--- src/rtl/seq_mul_pkg.sv ---
// seq_mul_pkg -- shared encodings for the sequential shift-add multiplier.
//   MODE_*  : operand signedness selector carried on the 2-bit mode input.
//             Code 2'b11 is not listed and is treated as MODE_UU by the datapath.
//   state_t : controller states IDLE -> RUN -> DONE -> OUT -> IDLE.
package seq_mul_pkg;

  localparam logic [1:0] MODE_UU = 2'b00;  // unsigned a x unsigned b
  localparam logic [1:0] MODE_SS = 2'b01;  // signed a x signed b
  localparam logic [1:0] MODE_SU = 2'b10;  // signed a x unsigned b

  typedef enum logic [1:0] {
    ST_IDLE = 2'b00,
    ST_RUN  = 2'b01,
    ST_DONE = 2'b10,
    ST_OUT  = 2'b11
  } state_t;

endpackage

--- src/rtl/seq_muln.sv ---
// seq_muln -- sequential shift-add multiplier with optional early termination.
//
// The operands are converted to sign/magnitude at capture. An unsigned magnitude
// product is accumulated one multiplier bit per RUN cycle. The result is
// re-signed once, in DONE.
//
// Parameters
//   WIDTH      operand width (4..64)
//   EARLY_TERM 1: stop once the remaining multiplier bits are all zero
//              0: always run WIDTH steps
// Ports
//   clk        clock, all state changes on the rising edge
//   reset      synchronous active-high reset, overrides every other input
//   in_valid   operand request, accepted only while in_ready is high
//   in_ready   high only in IDLE
//   mode       00 UU, 01 SS, 10 SU, 11 behaves as 00
//   op_a       multiplicand
//   op_b       multiplier
//   out_valid  product valid, held until out_ready
//   out_ready  consumer accepts the product
//   product    2*WIDTH result, retained after handoff until the next DONE
//   busy       high in RUN, DONE and OUT
module seq_muln
  import seq_mul_pkg::*;
#(
  parameter int WIDTH      = 32,
  parameter int EARLY_TERM = 1
) (
  input  logic               clk,
  input  logic               reset,
  input  logic               in_valid,
  output logic               in_ready,
  input  logic [1:0]         mode,
  input  logic [WIDTH-1:0]   op_a,
  input  logic [WIDTH-1:0]   op_b,
  output logic               out_valid,
  input  logic               out_ready,
  output logic [2*WIDTH-1:0] product,
  output logic               busy
);

  localparam int CNT_W = $clog2(WIDTH);
  localparam logic [CNT_W-1:0] LAST_STEP = CNT_W'(WIDTH - 1);

  // Magnitude of a value that may be signed. The most-negative input maps to
  // 2^(WIDTH-1), which still fits as an unsigned WIDTH-bit number.
  function automatic logic [WIDTH-1:0] abs_val(input logic [WIDTH-1:0] v,
                                               input logic is_signed);
    logic [WIDTH-1:0] r;
    if (is_signed && v[WIDTH-1]) begin
      r = ~v + {{(WIDTH-1){1'b0}}, 1'b1};
    end else begin
      r = v;
    end
    return r;
  endfunction

  // Two's-complement negate at product width.
  function automatic logic [2*WIDTH-1:0] negate_2w(input logic [2*WIDTH-1:0] v);
    return ~v + {{(2*WIDTH-1){1'b0}}, 1'b1};
  endfunction

  state_t               state_r;
  state_t               state_n;
  logic                 in_ready_r;
  logic                 busy_r;
  logic                 out_valid_r;
  logic [2*WIDTH-1:0]   product_r;
  logic [2*WIDTH-1:0]   p_r;       // magnitude accumulator
  logic [2*WIDTH-1:0]   mc_r;      // shifted multiplicand magnitude
  logic [WIDTH-1:0]     r_r;       // remaining multiplier magnitude bits
  logic [CNT_W-1:0]     cnt_r;
  logic                 neg_r;

  logic                 a_signed_s;
  logic                 b_signed_s;
  logic                 neg_s;
  logic [WIDTH-1:0]     abs_a_s;
  logic [WIDTH-1:0]     abs_b_s;
  logic                 run_last_s;

  // Operand decode at the capture boundary; mode 11 falls into the unsigned case.
  always_comb begin
    a_signed_s = 1'b0;
    b_signed_s = 1'b0;
    case (mode)
      MODE_SS: begin
        a_signed_s = 1'b1;
        b_signed_s = 1'b1;
      end
      MODE_SU: begin
        a_signed_s = 1'b1;
        b_signed_s = 1'b0;
      end
      default: begin
        a_signed_s = 1'b0;
        b_signed_s = 1'b0;
      end
    endcase
    abs_a_s = abs_val(op_a, a_signed_s);
    abs_b_s = abs_val(op_b, b_signed_s);
    neg_s   = (a_signed_s & op_a[WIDTH-1]) ^ (b_signed_s & op_b[WIDTH-1]);
  end

  // Last RUN step: the counter has reached WIDTH-1, or (early termination)
  // no set multiplier bits remain above the one consumed this cycle.
  always_comb begin
    run_last_s = 1'b0;
    if (cnt_r == LAST_STEP) begin
      run_last_s = 1'b1;
    end else if ((EARLY_TERM != 0) && (r_r[WIDTH-1:1] == {(WIDTH-1){1'b0}})) begin
      run_last_s = 1'b1;
    end else begin
      run_last_s = 1'b0;
    end
  end

  // Next-state logic.
  always_comb begin
    state_n = state_r;
    case (state_r)
      ST_IDLE: begin
        if (in_valid) begin
          state_n = ST_RUN;
        end else begin
          state_n = ST_IDLE;
        end
      end
      ST_RUN: begin
        if (run_last_s) begin
          state_n = ST_DONE;
        end else begin
          state_n = ST_RUN;
        end
      end
      ST_DONE: begin
        state_n = ST_OUT;
      end
      ST_OUT: begin
        if (out_ready) begin
          state_n = ST_IDLE;
        end else begin
          state_n = ST_OUT;
        end
      end
      default: begin
        state_n = ST_IDLE;
      end
    endcase
  end

  // State register and the status flags that decode it. The flags are
  // registered from state_n so that they change on the same edge as the state.
  always_ff @(posedge clk) begin
    if (reset) begin
      state_r    <= ST_IDLE;
      in_ready_r <= 1'b1;
      busy_r     <= 1'b0;
    end else begin
      state_r    <= state_n;
      in_ready_r <= (state_n == ST_IDLE);
      busy_r     <= (state_n != ST_IDLE);
    end
  end

  // Datapath: capture, shift-add steps, final sign fix-up and the output handshake.
  always_ff @(posedge clk) begin
    if (reset) begin
      p_r         <= {(2*WIDTH){1'b0}};
      mc_r        <= {(2*WIDTH){1'b0}};
      r_r         <= {WIDTH{1'b0}};
      cnt_r       <= {CNT_W{1'b0}};
      neg_r       <= 1'b0;
      product_r   <= {(2*WIDTH){1'b0}};
      out_valid_r <= 1'b0;
    end else begin
      case (state_r)
        ST_IDLE: begin
          if (in_valid) begin
            p_r   <= {(2*WIDTH){1'b0}};
            mc_r  <= {{WIDTH{1'b0}}, abs_a_s};
            r_r   <= abs_b_s;
            cnt_r <= {CNT_W{1'b0}};
            neg_r <= neg_s;
          end
        end
        ST_RUN: begin
          if (r_r[0]) begin
            p_r <= p_r + mc_r;
          end
          mc_r  <= {mc_r[2*WIDTH-2:0], 1'b0};
          r_r   <= {1'b0, r_r[WIDTH-1:1]};
          cnt_r <= cnt_r + CNT_W'(1);
        end
        ST_DONE: begin
          product_r   <= neg_r ? negate_2w(p_r) : p_r;
          out_valid_r <= 1'b1;
        end
        ST_OUT: begin
          if (out_ready) begin
            out_valid_r <= 1'b0;
          end
        end
        default: begin
          out_valid_r <= 1'b0;
        end
      endcase
    end
  end

  assign in_ready  = in_ready_r;
  assign busy      = busy_r;
  assign out_valid = out_valid_r;
  assign product   = product_r;

endmodule

--- config.mk ---
export PLATFORM = sky130hd
export DESIGN_NAME = seq_muln
export DESIGN_NICKNAME = d
export VERILOG_FILES = /design/src/rtl/seq_mul_pkg.sv /design/src/rtl/seq_muln.sv
export SDC_FILE = /design/constraint.sdc
export NUM_CORES = 1
export LEC_CHECK = 0
export BUFFER_PORTS_ARGS = -buffer_cell sky130_fd_sc_hd__buf_2
export CAP_MARGIN = 10
export CORE_ASPECT_RATIO = 0.75
export CORE_UTILIZATION = 25
export CTS_BUF_LIST = sky130_fd_sc_hd__clkbuf_8
export DETAILED_ROUTE_END_ITERATION = 16
export PLACE_DENSITY_LB_ADDON = 0.1
export SYNTH_ARGS = -nofsm -noshare
export SYNTH_HDL_FRONTEND = slang
export SYNTH_SLANG_ARGS = --single-unit
--- constraint.sdc ---
create_clock -name clk -period 9.25 [get_ports clk]
set_clock_uncertainty 0.2 [all_clocks]
set_input_delay 1.85 -clock clk [delete_from_list [all_inputs] [get_ports clk]]
set_output_delay 1.85 -clock clk [all_outputs]
set_load 0.01 [all_outputs]
Yosys cells after proc, flatten, opt, wreduce, memory -nomap -nowiden
Index checks and enable logic that the tools add are counted.
{ "totals": {"register_bits": 235, "wordCells": 65} }
{ "op_classes": {"addsub": 5, "n_eq_ne": 9, "n_mux": 22, "bitwise_logic": 6, "reduce_logical": 13} }
{ "ops": {"columns": ["op", "count"], "rows": [
  ["$mux W64", 4],
  ["$pmux W64 S2", 2],
  ["$mux W32", 3],
  ["$add A32 B1 Y32 const B", 2],
  ["$add A64 B1 Y64 const B", 1],
  ["$add A64 B64 Y64", 1],
  ["$not A32 Y32", 2],
  ["$not A64 Y64", 1],
  ["$pmux W32 S2", 1],
  ["$logic_not A31 Y1", 1],
  ["$pmux W5 S2", 1],
  ["$pmux W2 S4", 1],
  ["$eq A2 B2 Y1 const B", 3],
  ["$mux W1", 6],
  ["$ne A2 B2 Y1 const B", 3],
  ["$reduce_and A2 Y1", 3],
  ["$reduce_bool A2 Y1", 3],
  ["$add A5 B1 Y5 const B", 1],
  ["$eq A5 B5 Y1 const B", 1],
  ["$mux W5", 1],
  ["$eq A2 B1 Y1 const B", 2],
  ["$logic_not A2 Y1", 2],
  ["$mux W2", 2],
  ["$reduce_and A3 Y1", 1],
  ["other kinds (5)", 7]
]} }

Longest topological paths before layout
{ "logic_depth": {"depth_word": 7, "mapped_depth": 13, "depth_no_buf": 13} }

Worst setup path after synthesis
Ideal clock, no wire load.
{ "synth_path": {"path_kind": "input port to flip-flop", "start": "input op_a[13]", "end": "register mc_r[29]", "arrival_time_ps": 3975, "required_ps": 8918, "slack_ps": 4943, "stages": 9, "path_buffers": 0, "cell_sequence": "or4_1 > or3_1 > nor4b_1 > nand2_1 > nor4_1 > a21oi_1 > xor2_1 > nand2_1 > a21oi_1"} }
{ "synth_via": {"elab_chain_cells": 5} }
{ "synth_lines": {"columns": ["item", "line_no", "text"], "rows": [
  ["start: declaration", "seq_muln.sv:34", "input logic [WIDTH-1:0] op_a,"],
  ["$not A32 Y32", "seq_muln.sv:51", "r = ~v + {{(WIDTH-1){1'b0}}, 1'b1};"],
  ["$add A32 B1 Y32", "seq_muln.sv:51", null],
  ["$mux W32", "seq_muln.sv:50", "if (is_signed && v[WIDTH-1]) begin"],
  ["$mux W64", "seq_muln.sv:179", "if (in_valid) begin"],
  ["$pmux W64 S2", "seq_muln.sv:177", "case (state_r)"],
  ["end signal: assignment", "seq_muln.sv:170", "mc_r <= {(2*WIDTH){1'b0}};"],
  ["end signal: assignment", "seq_muln.sv:181", "mc_r <= {{WIDTH{1'b0}}, abs_a_s};"],
  ["end signal: assignment", "seq_muln.sv:191", "mc_r <= {mc_r[2*WIDTH-2:0], 1'b0};"],
  ["end: declaration", "seq_muln.sv:70", "logic [2*WIDTH-1:0] mc_r;"]
]} }
Every way passes these cells. The select of a mux whose other input is x is not followed.
A chain may end at the register's enable or synchronous reset.

Worst setup path after layout
{ "layout_path": {"start": "input op_a[1]", "end": "register mc_r[29]"} }
The elaborated chain is that of the path after synthesis.

==> results.cfg <==
[synth]
synth.top_cell.area_share_pct = 31.9
ys_top_cells_by_area = dfxtp_1 32%, a21oi_1 7.5%, nand2_1 6.6%
synthSimpleGateAreaFrac_pct = 21.2
post-synth-top-count-cell = nand2_1
async_reset_ff_share_pct = 0
yosysTopAreaCell = dfxtp_1
syn_area_per_cell_sq_um = 7.65
syn-num-nets = 2070
netlist_area_sq_um = 14800
synth-seq-area-share_pct = 31.9
synth_top_family_by_area = compound AO/OA/AOI/OAI gates
synth_ff_type = dfxtp_1
synthTopCellsByCount = 258 x nand2_1, 235 x dfxtp_1, 221 x a21oi_1
synth_compound_area_share_pct = 26.8
synth_cells = 1930
synthXorXnorAreaFrac_pct = 9.84
ys_warn_count = 0
synth_mux_area_share_pct = 0.136
ys_ff_latch = 235
synthDistinctLibCells = 73
synthAdderAreaFrac_pct = 5.98
synth_edf_count = 0

[layout]
area_growth_pct = 15.1
final_nets = 2149
drive_gt1_share_pct = 11.9
postLayoutCellArea_sq_um = 17000

[place]
placedInstanceArea_sq_um = 16100
hpwlAfterDp_mm = 39.1
gp_congestion = 0.891
port_buffers = 136

[clock_tree]
path_clk_slew_ps = 60
clk_path_buf_depth = 3
clock_latency_ps = 610
post-cts-setup-buffers = 0
cts_resized = 0
cts_hold_buf = 0
clock-sinks = 235
cts_made_buffers = 45
root_buffer = clkbuf_8
cts_tree = built
htreeDepth = 2

[floorplan]
initial_utilization_pct = 25.5
die_y_microns = 212
ios = 137
coreArea_sq_um = 57900
die_w_microns = 283
row_count = 76
dieArea_sq_um = 60100

[pwr]
p_per_area_nw_per_um2 = 145
total_power_mw = 2.46
power_leakage_nw = 6.72
peakVddDrop_uv = 81.2

[global_route]
antenna_found_initial = 2
grt_util_met3_pct = 2.75
grt_max_degree = 112
grt_pass1_vias = 13200
grt_use_met1_pct = 27.9
top_usage_layer = met1
grt_usage_pct = 16.9
use_met2_pct = 21.8
grt_pass1_wl_mm = 79.4
overflow = 0

[detailed_routing]
viasPerCell = 5.04
vias = 14300
wl_per_cell_microns = 18.0
ant_nets = 0
drc_errors = 0
drtIter0Drc = 1114
first_pass_iters = 5
wl_mm = 50.9

[sta]
finalHoldViolCount = 0
post-route-period-util_pct = 46.9
setup_tns_ps = 0
min_period_ps = 4340
slew_headroom_pct = 24.2
fmax_mhz = 231
setup_viol = 0
rsz0062_at_grt = false
tightest_slew_ps = 1130
drv_slew = 0

[setup_path]
cp.required_ps = 9510
worstPathArrival_ps = 4600
end_kind = flop
crit_path_max_fanout = 5
cp-start-kind = primary input
crit_type = primary input to flop

[run_status]
status = complete, no violations

[flow_run]
drv_cap = 0

[hold_path]
hold_class = flop to flop
[power breakdown]
| group | internal [mW] | leakage (nW) | switching, mW | total (mW) |
|---|---|---|---|---|
| logic | 0.108 | 4.28 | 0.203 | 0.311 |
| clock network | 0.588 | 0.533 | 0.489 | 1.08 |
| registers | 1.04 | 1.90 | 0.0320 | 1.07 |
| total | 1.74 | 6.72 | 0.724 | 2.46 |
[kinds of logic after synthesis]
group / Yosys count
AO/OA/AOI/OAI: 630
adder cells (fa/ha/maj): 70
flip-flops: 235
multiplexers: 2
AND/OR/NAND/NOR: 678
buffers and inverters: 149
XOR/XNOR: 166
[critical path, stage by stage]
cell and delay, ps:
buf_2 110, or2_2 300, nor4_1 470, nand2_1 250, nor4b_1 590, nand2_1 140
nor4_1 420, a21oi_1 150, xor2_1 170, nand2_1 70, a21oi_1 60
[placed cells by master, fill, tap and decap left out, drive strengths merged, types with 13 or more instances in the layout]
| cell | instances |
|---|---|
| nand3 | 50 |
| a211oi | 59 |
| a21oi | 221 |
| o21bai | 18 |
| or3 | 18 |
| a22oi | 83 |
| nand4 | 24 |
| xnor2 | 72 |
| buf | 148 |
| clkbuf | 54 |
| nor2 | 181 |
| dfxtp | 235 |
| and3 | 13 |
| o21ai | 122 |
| nor3 | 38 |
| nand2b | 22 |
| nand2 | 258 |
| ha | 69 |
| a21o | 25 |
| xor2 | 94 |
| inv | 50 |
| o31ai | 23 |
| nor4 | 22 |
[metrics by stage]
stage | setup WS (ps) | hold slack, ps | util [%] | std cells
floorplan | 4940 | 245 | - | 1930
global placement | 4340 | 239 | 27.7 | 2742
detailed placement | 4280 | 246 | 27.7 | 2742
CTS | 4940 | 252 | 29.3 | 2824
global route | 4570 | 276 | 29.3 | 2825
finish | 4910 | 250 | 29.3 | 2828
[metal layers]
metal,wire length [microns],up-vias
met5,10,-
met4,735,2
met3,2950,59
met2,18600,337
met1,28700,6667
li1,-,7199
[state kept, by name (all words and copies together), names as in the netlist]
name,cells
cnt_r,5
in_ready,1
product,64
mc_r,64
p_r,64
state_r,2
out_valid,1
r_r,32
busy,1
neg_r,1
[worst paths after layout]
check | from | end | slack, ps | cells past startpoint
max | op_a[1] | mc_r[29] | 4910 | 11
min | product[52] | product[52] | 250 | 2
max reg2reg | p_r[21] | p_r[58] | 5190 | 11
min reg2reg | product[52] | product[52] | 250 | 2
[final cells by class]
class | instances | area, sq um
fill | 6321 | 40900
multi-input combinational | 1546 | 9470
sequential | 235 | 4710
tap | 780 | 976
timing repair buffer | 148 | 777
clock buffer | 54 | 743
clock inverter | 28 | 184
inverter | 33 | 124
antenna | 4 | 10.0
Note: power is estimated with default switching activity, not from simulation.
